[config.mk]
export PLATFORM = sky130hd
export DESIGN_NAME = i_buf_ds_rx_monitor
export DESIGN_NICKNAME = d
export VERILOG_FILES = /design/src/rtl/i_buf_ds_rx_monitor_pkg.sv /design/src/rtl/i_buf_ds_rx_monitor_ds_pair_sync.sv /design/src/rtl/i_buf_ds_rx_monitor.sv
export SDC_FILE = /design/constraint.sdc
export NUM_CORES = 1
export LEC_CHECK = 0
export ABC_AREA = 1
export CAP_MARGIN = 25
export CORE_ASPECT_RATIO = 1.1
export CORE_MARGIN = 2
export CORE_UTILIZATION = 50
export CTS_BUF_LIST = sky130_fd_sc_hd__clkbuf_4 sky130_fd_sc_hd__clkbuf_8
export DETAILED_ROUTE_END_ITERATION = 16
export GPL_TIMING_DRIVEN = 0
export PLACE_DENSITY_LB_ADDON = 0.05
export SYNTH_ARGS = -nofsm -noshare
export SYNTH_HDL_FRONTEND = slang
export SYNTH_SLANG_ARGS = --single-unit
export TNS_END_PERCENT = 10
[constraint.sdc]
create_clock -name clk -period 1.86 [get_ports clk]
set_input_delay 0.558 -clock clk [delete_from_list [all_inputs] [get_ports clk]]
set_output_delay 0.558 -clock clk [all_outputs]
set_load 0.03 [all_outputs]
[src/rtl/i_buf_ds_rx_monitor_pkg.sv]
// -----------------------------------------------------------------------------
// i_buf_ds_rx_monitor_pkg
// Shared definitions for the differential receive monitor: FSM state encoding
// and the decode of the raw {P,N} pad pair into a single-ended bit.
// -----------------------------------------------------------------------------
package i_buf_ds_rx_monitor_pkg;

  typedef enum logic [1:0] {
    ST_DISABLED = 2'd0,
    ST_ACQUIRE  = 2'd1,
    ST_LOCKED   = 2'd2,
    ST_FAULT    = 2'd3
  } rx_state_e;

  // Pair encodings, packed as {P, N}. Anything else (P==N) is invalid.
  localparam logic [1:0] PAIR_ONE  = 2'b10;
  localparam logic [1:0] PAIR_ZERO = 2'b01;

  function automatic logic pair_is_valid(input logic [1:0] pn);
    return (pn == PAIR_ONE) || (pn == PAIR_ZERO);
  endfunction

endpackage

[src/rtl/i_buf_ds_rx_monitor_ds_pair_sync.sv]
// -----------------------------------------------------------------------------
// ds_pair_sync
// Two-flop synchronizer on each leg of an asynchronous differential pair,
// followed by the pair decode.
//   clk, rst_n  : sampling clock, async active-low reset
//   p_i, n_i    : raw pad legs (asynchronous to clk)
//   s_o         : resolved single-ended bit (meaningful only when s_valid_o)
//   s_valid_o   : high when the synchronized legs differ
// -----------------------------------------------------------------------------
module ds_pair_sync
  import i_buf_ds_rx_monitor_pkg::*;
(
  input  logic clk,
  input  logic rst_n,
  input  logic p_i,
  input  logic n_i,
  output logic s_o,
  output logic s_valid_o
);

  logic [1:0] p_q;
  logic [1:0] n_q;
  logic [1:0] pair;

  // NOTE: sequential state is always assigned with <= so every flop samples
  // the pre-edge value of its neighbours; blocking here would collapse the
  // two synchronizer stages into one.
  always_ff @(posedge clk or negedge rst_n) begin
    if (!rst_n) begin
      p_q <= '0;
      n_q <= '0;
    end else begin
      p_q <= {p_q[0], p_i};
      n_q <= {n_q[0], n_i};
    end
  end

  // Decode only from the second stage; the first may be metastable.
  assign pair      = {p_q[1], n_q[1]};
  assign s_valid_o = pair_is_valid(pair);
  assign s_o       = (pair == PAIR_ONE);

endmodule

[src/rtl/i_buf_ds_rx_monitor.sv]
// -----------------------------------------------------------------------------
// i_buf_ds_rx_monitor
// Receive-side loopback monitor for a differential tri-state output buffer.
// Synchronizes and decodes the pad pair, glitch-filters it into O, counts
// filtered edges while locked and flags persistent invalid (P==N) pairs.
//   clk, rst_n        : sampling clock, async active-low reset
//   I_P, I_N          : differential pad legs (asynchronous)
//   EN                : receiver enable; low holds O/counters, drops to DISABLED
//   clr               : synchronous clear of counters and sticky fault
//   O                 : filtered data
//   valid             : high while LOCKED
//   fault             : sticky invalid-pair fault
//   rise_cnt/fall_cnt : saturating counts of filtered O edges while LOCKED
// -----------------------------------------------------------------------------
module i_buf_ds_rx_monitor
  import i_buf_ds_rx_monitor_pkg::*;
#(
  parameter int unsigned FILTER_LEN    = 3,
  parameter int unsigned INVALID_LIMIT = 8,
  parameter int unsigned CNT_W         = 16
) (
  input  logic             clk,
  input  logic             rst_n,
  input  logic             I_P,
  input  logic             I_N,
  input  logic             EN,
  input  logic             clr,
  output logic             O,
  output logic             valid,
  output logic             fault,
  output logic [CNT_W-1:0] rise_cnt,
  output logic [CNT_W-1:0] fall_cnt
);

  localparam int unsigned MCNT_W = $clog2(FILTER_LEN + 1);
  localparam int unsigned INV_W  = $clog2(INVALID_LIMIT + 1);
  localparam logic [MCNT_W-1:0] MCNT_FULL = MCNT_W'(FILTER_LEN);
  localparam logic [INV_W-1:0]  INV_FULL  = INV_W'(INVALID_LIMIT);

  // Reset asserts asynchronously but releases on a clock edge, so no flop
  // leaves reset on a partial cycle.
  logic [1:0] rst_sync_q;
  logic       rst_int_n;

  always_ff @(posedge clk or negedge rst_n) begin
    if (!rst_n) rst_sync_q <= '0;
    else        rst_sync_q <= {rst_sync_q[0], 1'b1};
  end
  assign rst_int_n = rst_sync_q[1];

  logic s;
  logic s_valid;

  ds_pair_sync u_sync (
    .clk       (clk),
    .rst_n     (rst_int_n),
    .p_i       (I_P),
    .n_i       (I_N),
    .s_o       (s),
    .s_valid_o (s_valid)
  );

  rx_state_e         state_q, state_d;
  logic              cand_q, cand_d;
  logic [MCNT_W-1:0] mcnt_q, mcnt_d;
  logic [INV_W-1:0]  inv_q, inv_d;
  logic              o_q, o_d;
  logic              fault_q, fault_d;
  logic [CNT_W-1:0]  rise_q, rise_d;
  logic [CNT_W-1:0]  fall_q, fall_d;
  logic              filt_full, inv_full, enter_fault, active;

  function automatic logic [CNT_W-1:0] sat_inc(input logic [CNT_W-1:0] v);
    return (v == '1) ? v : v + 1'b1;
  endfunction

  assign active = EN && (state_q != ST_DISABLED);

  // Glitch filter: run length of identical valid samples, cleared whenever
  // the receiver is (or is becoming) disabled so partial matches are lost.
  // NOTE: every variable driven in always_comb gets a default first so no
  // path leaves it unassigned and no latch is inferred.
  always_comb begin
    cand_d = cand_q;
    mcnt_d = mcnt_q;
    if (!active) begin
      cand_d = 1'b0;
      mcnt_d = '0;
    end else if (!s_valid) begin
      mcnt_d = '0;
    end else if (s != cand_q) begin
      cand_d = s;
      mcnt_d = MCNT_W'(1);
    end else if (mcnt_q != MCNT_FULL) begin
      mcnt_d = mcnt_q + 1'b1;
    end
  end

  // Invalid run length; only meaningful while hunting for or holding lock.
  always_comb begin
    inv_d = '0;
    if (active && !s_valid && (state_q == ST_ACQUIRE || state_q == ST_LOCKED))
      inv_d = (inv_q == INV_FULL) ? inv_q : inv_q + 1'b1;
  end

  // Decisions use the next-state run lengths so O follows a stable pad
  // after exactly 2 sync + FILTER_LEN cycles.
  assign filt_full = (mcnt_d == MCNT_FULL);
  assign inv_full  = (inv_d == INV_FULL);

  always_comb begin
    state_d     = state_q;
    o_d         = o_q;
    fault_d     = fault_q;
    rise_d      = rise_q;
    fall_d      = fall_q;
    enter_fault = 1'b0;
    if (!EN) begin
      state_d = ST_DISABLED;
    end else begin
      case (state_q)
        ST_DISABLED: state_d = ST_ACQUIRE;
        ST_ACQUIRE: begin
          if (filt_full) begin
            // Initial lock: adopt the filtered value without counting an edge.
            state_d = ST_LOCKED;
            o_d     = cand_d;
          end else if (inv_full) begin
            state_d     = ST_FAULT;
            enter_fault = 1'b1;
          end
        end
        ST_LOCKED: begin
          if (inv_full) begin
            state_d     = ST_FAULT;
            enter_fault = 1'b1;
          end else if (filt_full && (cand_d != o_q)) begin
            o_d = cand_d;
            if (cand_d) rise_d = sat_inc(rise_q);
            else        fall_d = sat_inc(fall_q);
          end
        end
        ST_FAULT: if (s_valid) state_d = ST_ACQUIRE;
      endcase
    end
    // clr beats a coincident edge count; fault entry beats clr.
    if (clr) begin
      rise_d  = '0;
      fall_d  = '0;
      fault_d = 1'b0;
    end
    if (enter_fault) fault_d = 1'b1;
  end

  always_ff @(posedge clk or negedge rst_int_n) begin
    if (!rst_int_n) begin
      state_q <= ST_DISABLED;
      cand_q  <= 1'b0;
      mcnt_q  <= '0;
      inv_q   <= '0;
      o_q     <= 1'b0;
      fault_q <= 1'b0;
      rise_q  <= '0;
      fall_q  <= '0;
    end else begin
      state_q <= state_d;
      cand_q  <= cand_d;
      mcnt_q  <= mcnt_d;
      inv_q   <= inv_d;
      o_q     <= o_d;
      fault_q <= fault_d;
      rise_q  <= rise_d;
      fall_q  <= fall_d;
    end
  end

  assign O        = o_q;
  assign valid    = (state_q == ST_LOCKED);
  assign fault    = fault_q;
  assign rise_cnt = rise_q;
  assign fall_cnt = fall_q;

endmodule
==> metrics.cfg, run 1 <==
[clock_network]
clockBufferDepth=2
cts_tree=yes
cts_sinks=49
numCtsBuffers=5
insertion_delay_ns=0.31
htree_levels=2
clkTransAtPathRegs_ns=0.09
cts_root_buffer=clkbuf_8

[power]
power.density_nw_per_um2=541
p_clk_share_pct=38.5
p_total_mw=2.09
seq_power_share_pct=52.6
intPower_mw=1.59
peakVddDrop_mv=0.463
p_comb_share_pct=8.8
power_leakage_nw=2.02
p_switching_mw=0.500
switching_share_pct=24.0

[synthesis]
yosys_most_used_dff=dfrtp_1
syn_area_um2=3090
async_flop_share_pct=100
synth_edf_count=0
ys_seq_area_share_pct=39.7
yosysWarningCount=0
synth_cell_type_count=32
syn-num-nets=409
syn_inst=393
synth-seq-cells=49
post_synth.cell_area_avg_um2=7.86

[sta]
whs_ns=0.129
finalHoldViolations=0
setup_viol=0
skew_ns=0.00517
clock.fmax_mhz=549
slew_violations=0
rsz0062_at_grt=true
fin_crit_sh_pct=97.8
finalSetupTns_ns=0
layout_min_cycle_time_ns=1.82

[global_route]
grt_first_pass_wirelength_um=11900
grt_pass1_vias=2569
antenna_found_initial=0
grt_remaining_overflow=0
grt_max_degree=40
grtUsageTotal_pct=22.3

[critical_path]
reg2reg_depth=12
worstSetupPathType=reg -> out
required_ns=1.30
crit_path_max_incr_delay_ns=0.43
cp-start-kind=flip-flop
worst_ep_arrival_time_ns=1.26
end_kind=primary output
slowest_stage=dfrtp_1
cp_max_fo=5
crit_path_cell_trace=buf_4, dlygate4sd2_1

[worst_hold_path]
min_path_type=reg -> async

[floorplanning]
die_h_um=86.5
core_um2=6080
pin_count=41
initial_core_util_pct=50.8
die_w_um=79.0
fp-row-count=30
dieArea_um2=6830

[routing]
wl_um=7220
vias=2734
firstDrtPassIters=4
drc=0
postRouteAntennaNets=0
drt-vias-per-instance=5.13
wl_per_cell_um=13.5
drtIter0Drc=100

[finish]
fin_cells=533
final_nets=468
post-route-util_pct=63.4
seq_area_um2=1230
final_cell_mix=nand2_1, nand3_1, dfrtp_1, nor2_1
n_antenna_cell=0
num-fill-cells=586
syn2layout_area_growth_pct=24.7
drive_above_1_share_pct=15.2
final_common_cell=nand2_1
multi_input_area_um2=1680

[placement]
portBuffers=40
dp_hpwl_um=5110
gp_congestion=0.912
dp.cells=514

[run_status]
outcome=finished clean

[flow_run]
cap_viol_max_count=0

cells by family (layout without fill, tap and decap cells):
kind of cell | Yosys count | count (layout) | share of synthesized area (%)
AND/OR/NAND/NOR | 244 | 244 | 38.8
buffers and inverters | 55 | 115 | 7.94
flip-flops | 49 | 49 | 39.7
XOR/XNOR | 27 | 27 | 7.89
adder cells (fa/ha/maj) | 10 | 10 | 4.05
AO/OA/AOI/OAI | 7 | 7 | 1.50
other | 1 | 1 | 0.121
metrics by stage:
step                cell area (µm²)  setup WS (ns)
global placement               3590         -0.499
CTS                            3730        0.00885
floorplan                      3090          0.127
global route                   3850        -0.0655
finish                         3850         0.0401
detailed placement             3610         -0.508
Yosys cell counts (2+ instances only):
cell | n | area share, %
nand3_2 | 3 | 0.97
nand3b_1 | 21 | 5.1
nand3_1 | 60 | 9.7
inv_1 | 39 | 4.7
nor2_2 | 2 | 0.40
xnor2_1 | 6 | 1.7
ha_1 | 10 | 4.0
inv_2 | 3 | 0.36
nand4_1 | 7 | 1.4
nor3_1 | 3 | 0.49
buf_6 | 4 | 1.5
nand2_4 | 2 | 0.73
nor2_4 | 4 | 1.5
nor2_1 | 36 | 4.4
buf_2 | 4 | 0.65
nand2_2 | 8 | 1.6
o21ai_0 | 2 | 0.32
o21bai_1 | 2 | 0.49
xor2_1 | 20 | 5.7
nand2_1 | 96 | 12
dfrtp_1 | 49 | 40
clkinv_1 | 2 | 0.24
power by group through the flow:
stage               logic (mW)  clock network (mW)  registers [mW]
floorplan               0.0888                   0            1.13
global placement         0.131                   0            1.13
detailed placement       0.155                   0            1.12
CTS                      0.169               0.833            1.10
global route             0.204               0.875            1.10
finish                   0.184               0.804            1.10
worst paths after layout:
check / startpoint / slack [ns] / to
hold / removal: rst_sync_q[1] / 0.13 / fall_cnt[6]
setup / recovery: fall_cnt[0] / 0.04 / fall_cnt[0]
setup reg to reg: state_q[0] / 0.07 / rise_cnt[5]
max in group asynchronous: rst_sync_q[1] / 1.25 / state_q[0]
min in group clk: u_sync.n_q[0] / 0.35 / u_sync.n_q[1]
hold reg to reg: rst_sync_q[1] / 0.13 / fall_cnt[6]
metal layers:
| metal | GRT usage, % | routed length (µm) |
|---|---|---|
| met3 | 3.02 | 255 |
| met1 | 28.5 | 3290 |
| met5 | 0 | 0 |
| met4 | 8.93 | 123 |
| met2 | 38.3 | 3550 |
timing repair:
action,in CTS,in global routing
setup buffers,0,11
hold buffers,0,0
endpoints found under the setup margin,65,23
resized for setup,53,8
pin swaps,0,9
cell type report:
| class | instances | area share [%] |
|---|---|---|
| tap | 80 | 2.60 |
| timing repair buffer | 52 | 12.2 |
| clock inverter | 2 | 0.974 |
| clock buffer | 6 | 2.14 |
| multi-input combinational | 289 | 43.7 |
| sequential | 49 | 31.9 |
| inverter | 44 | 4.32 |
| buffer | 11 | 2.21 |
sequential cells by signal (all words and copies together) (netlist names):
register and cells:
O 1, cand_q 1, fall_cnt 16, fault 1
inv_q 4, mcnt_q 2, rise_cnt 16, rst_sync_q 2
state_q 2, u_sync.n_q 2, u_sync.p_q 2
worst max-delay path: cells and delay by family (launching register included):
kind | cells | cell delay [ns]
flops | 1 | 0.43
buf+inv | 2 | 0.53
Power figures use the tool's default switching activity.
==> inputs of run 2 (changes only) <==
- GPL_TIMING_DRIVEN: 0 -> unset
==> metrics.cfg, run 2 (synthesis gave the netlist of run 1 again) <==
[run_status]
outcome=finished clean

[placement]
gp_congestion=0.886  ; -2.9%
portBuffers=40  ; unchanged
dp_hpwl_um=4760  ; -6.7%
dp.cells=533  ; +3.7%

[finish]
final_cell_mix=nand2_1, nand3_1, dfrtp_1, inv_1, nor2_1
fin_cells=541  ; +1.5%
num-fill-cells=554  ; -5.5%
n_antenna_cell=0  ; unchanged
syn2layout_area_growth_pct=26.0
final_nets=476  ; +1.7%
final_common_cell=nand2_1
drive_above_1_share_pct=15.6  ; +0.39 points

[critical_path]
slowest_stage=dfrtp_1
required_ns=1.30  ; about the same
rr_startpoint=u_sync.p_q[1]
crit_path_max_incr_delay_ns=0.40  ; -0.03 ns
reg2reg_depth=9  ; -3
rr_endpoint=fall_cnt[7]
cp_top_family=flip-flops
worstSetupPathType=reg -> out
r2r_slack_ns=0.13  ; +0.06 ns
crit_path_cell_trace=buf_4, ha_1, buf_4
path_common_cell=buf_4
cp_max_fo=4  ; -1
worst_ep_arrival_time_ns=1.24  ; -0.02 ns
end_kind=primary output
path_buf_inv=2  ; unchanged
cp-start-kind=flip-flop

[global_route]
antenna_found_initial=0  ; unchanged
grt_first_pass_wirelength_um=11200  ; -6.1%
grt_remaining_overflow=0  ; unchanged
grtUsageTotal_pct=20.2  ; -2.1 points
grt_pass1_vias=2501  ; -2.6%
grt_max_degree=66  ; +65%

[power]
intPower_mw=1.56  ; -1.5%
peakVddDrop_mv=0.351  ; -24%
switching_share_pct=23.2  ; -0.80 points
p_clk_share_pct=37.6  ; -0.9 points
power.density_nw_per_um2=522  ; -3.5%
p_switching_mw=0.471  ; -5.7%
seq_power_share_pct=53.8  ; +1.2 points
p_comb_share_pct=8.6  ; -0.2 points
p_total_mw=2.03  ; -2.5%
power_leakage_nw=2.07  ; +2.3%

[floorplanning]
initial_core_util_pct=50.8  ; unchanged
die_w_um=79.0  ; unchanged
die_h_um=86.5  ; unchanged
fp-row-count=30  ; unchanged
core_um2=6080  ; unchanged
dieArea_um2=6830  ; unchanged
pin_count=41  ; unchanged

[routing]
drtIter0Drc=104  ; +4.0%
wl_per_cell_um=12.1  ; -11%
firstDrtPassIters=4  ; unchanged
wl_um=6520  ; -9.7%
drc=0  ; unchanged
vias=2676  ; -2.1%
drt-vias-per-instance=4.95  ; -3.6%
postRouteAntennaNets=0  ; unchanged

[flow_run]
cap_viol_max_count=0  ; unchanged

[sta]
slew_violations=0  ; unchanged
fin_crit_sh_pct=96.8  ; -1.0 points
skew_ns=0.0135  ; +0.00834 ns
setup_viol=0  ; unchanged
finalHoldViolations=0  ; unchanged
finalSetupTns_ns=0  ; unchanged
clock.fmax_mhz=555  ; +1.0%
rsz0062_at_grt=true
layout_min_cycle_time_ns=1.80  ; -0.0188 ns

[clock_network]
cts_sinks=49  ; unchanged
numCtsBuffers=5  ; unchanged
htree_levels=2  ; unchanged
cts_root_buffer=clkbuf_8
clkTransAtPathRegs_ns=0.10  ; about the same
cts_tree=yes
post_cts.repair.setup_buffers=0  ; unchanged
insertion_delay_ns=0.30  ; about the same
clockBufferDepth=2  ; unchanged

[worst_hold_path]
min_path_type=reg -> async

run 2: changes by cell type in the layout (fill, tap and decap cells not counted), moves of 2 or more:
cell / previous run / this run
buf_4: 12 / 28
buf_2: 4 / 0
buf_6: 3 / 0
buf_12: 2 / 4
dfrtp_1: 46 / 48
dfrtp_2: 3 / 1
ha_1: 7 / 9
inv_2: 7 / 5
nor2_2: 1 / 3
run 2: worst reg2reg max path, stage by stage, from the launching register on:
cell,delay (ns)
dfrtp_1,0.40
ha_4,0.33
inv_4,0.05
nand2_4,0.06
nand3_4,0.11
xor2_2,0.18
nor2_4,0.14
nand2_4,0.15
nand3_1,0.13
nand2_1,0.07
run 2: how the worst max path moves through the flow:
stage | end | slack [ns] | cells past startpoint | from
5_1_grt | fall_cnt[7] | -0.02 | 12 | state_q[1]
3_5_place_dp | fall_cnt[7] | -0.27 | 9 | EN
3_3_place_gp | rise_cnt[12] | -0.22 | 9 | EN
6_report | valid | 0.06 | 3 | state_q[1]
2_1_floorplan | fall_cnt[12] | 0.13 | 12 | fall_cnt[0]
4_1_cts | fall_cnt[7] | 0.02 | 9 | u_sync.p_q[1]
run 2: metrics by stage:
| step | setup WS [ns] | area (µm²) | hold WS, ns | utilization, % |
|---|---|---|---|---|
| finish | 0.0589 | 3890 | 0.215 | 64.0 |
| CTS | 0.0242 | 3860 | 0.236 | 63.5 |
| floorplan | 0.127 | 3090 | 0.262 | - |
| global route | -0.0183 | 3890 | 0.267 | 64.0 |
| detailed placement | -0.274 | 3790 | 0.228 | 62.4 |
| global placement | -0.220 | 3790 | 0.224 | 62.4 |
run 2: power groups by stage:
| stage | combinational [mW] | clock [mW] | sequential [mW] |
|---|---|---|---|
| floorplan | 0.0888 | 0 | 1.13 |
| global placement | 0.164 | 0 | 1.11 |
| detailed placement | 0.167 | 0 | 1.12 |
| CTS | 0.167 | 0.792 | 1.09 |
| global route | 0.194 | 0.824 | 1.10 |
| finish | 0.175 | 0.765 | 1.09 |
run 2: metal layers:
layer | track usage [%] | share of wire [%]
met1 | 27.3 | 47
met2 | 34.1 | 48
met3 | 2.71 | 3.3
met4 | 5.96 | 1.0
met5 | 0 | 0
run 2: final cells by class:
type / count / area (µm²) / area share (%)
Clock buffer: 6 / 76.3 / 1.96
Timing Repair Buffer: 71 / 641 / 16.5
Inverter: 44 / 168 / 4.31
Tap cell: 80 / 100 / 2.57
Sequential cell: 49 / 1230 / 31.5
Clock inverter: 2 / 35.0 / 0.900
Multi-Input combinational cell: 289 / 1650 / 42.3
run 2: what timing repair did:
action,CTS,global route
endpoints found under the setup margin,35,35
resized for setup,35,10
hold buffers,0,0
==> inputs of run 3 (changes only) <==
- CAP_MARGIN: 25 -> 40
==> results of run 3 <==
The final DEF is identical to that of run 2; final timing and power are the same.
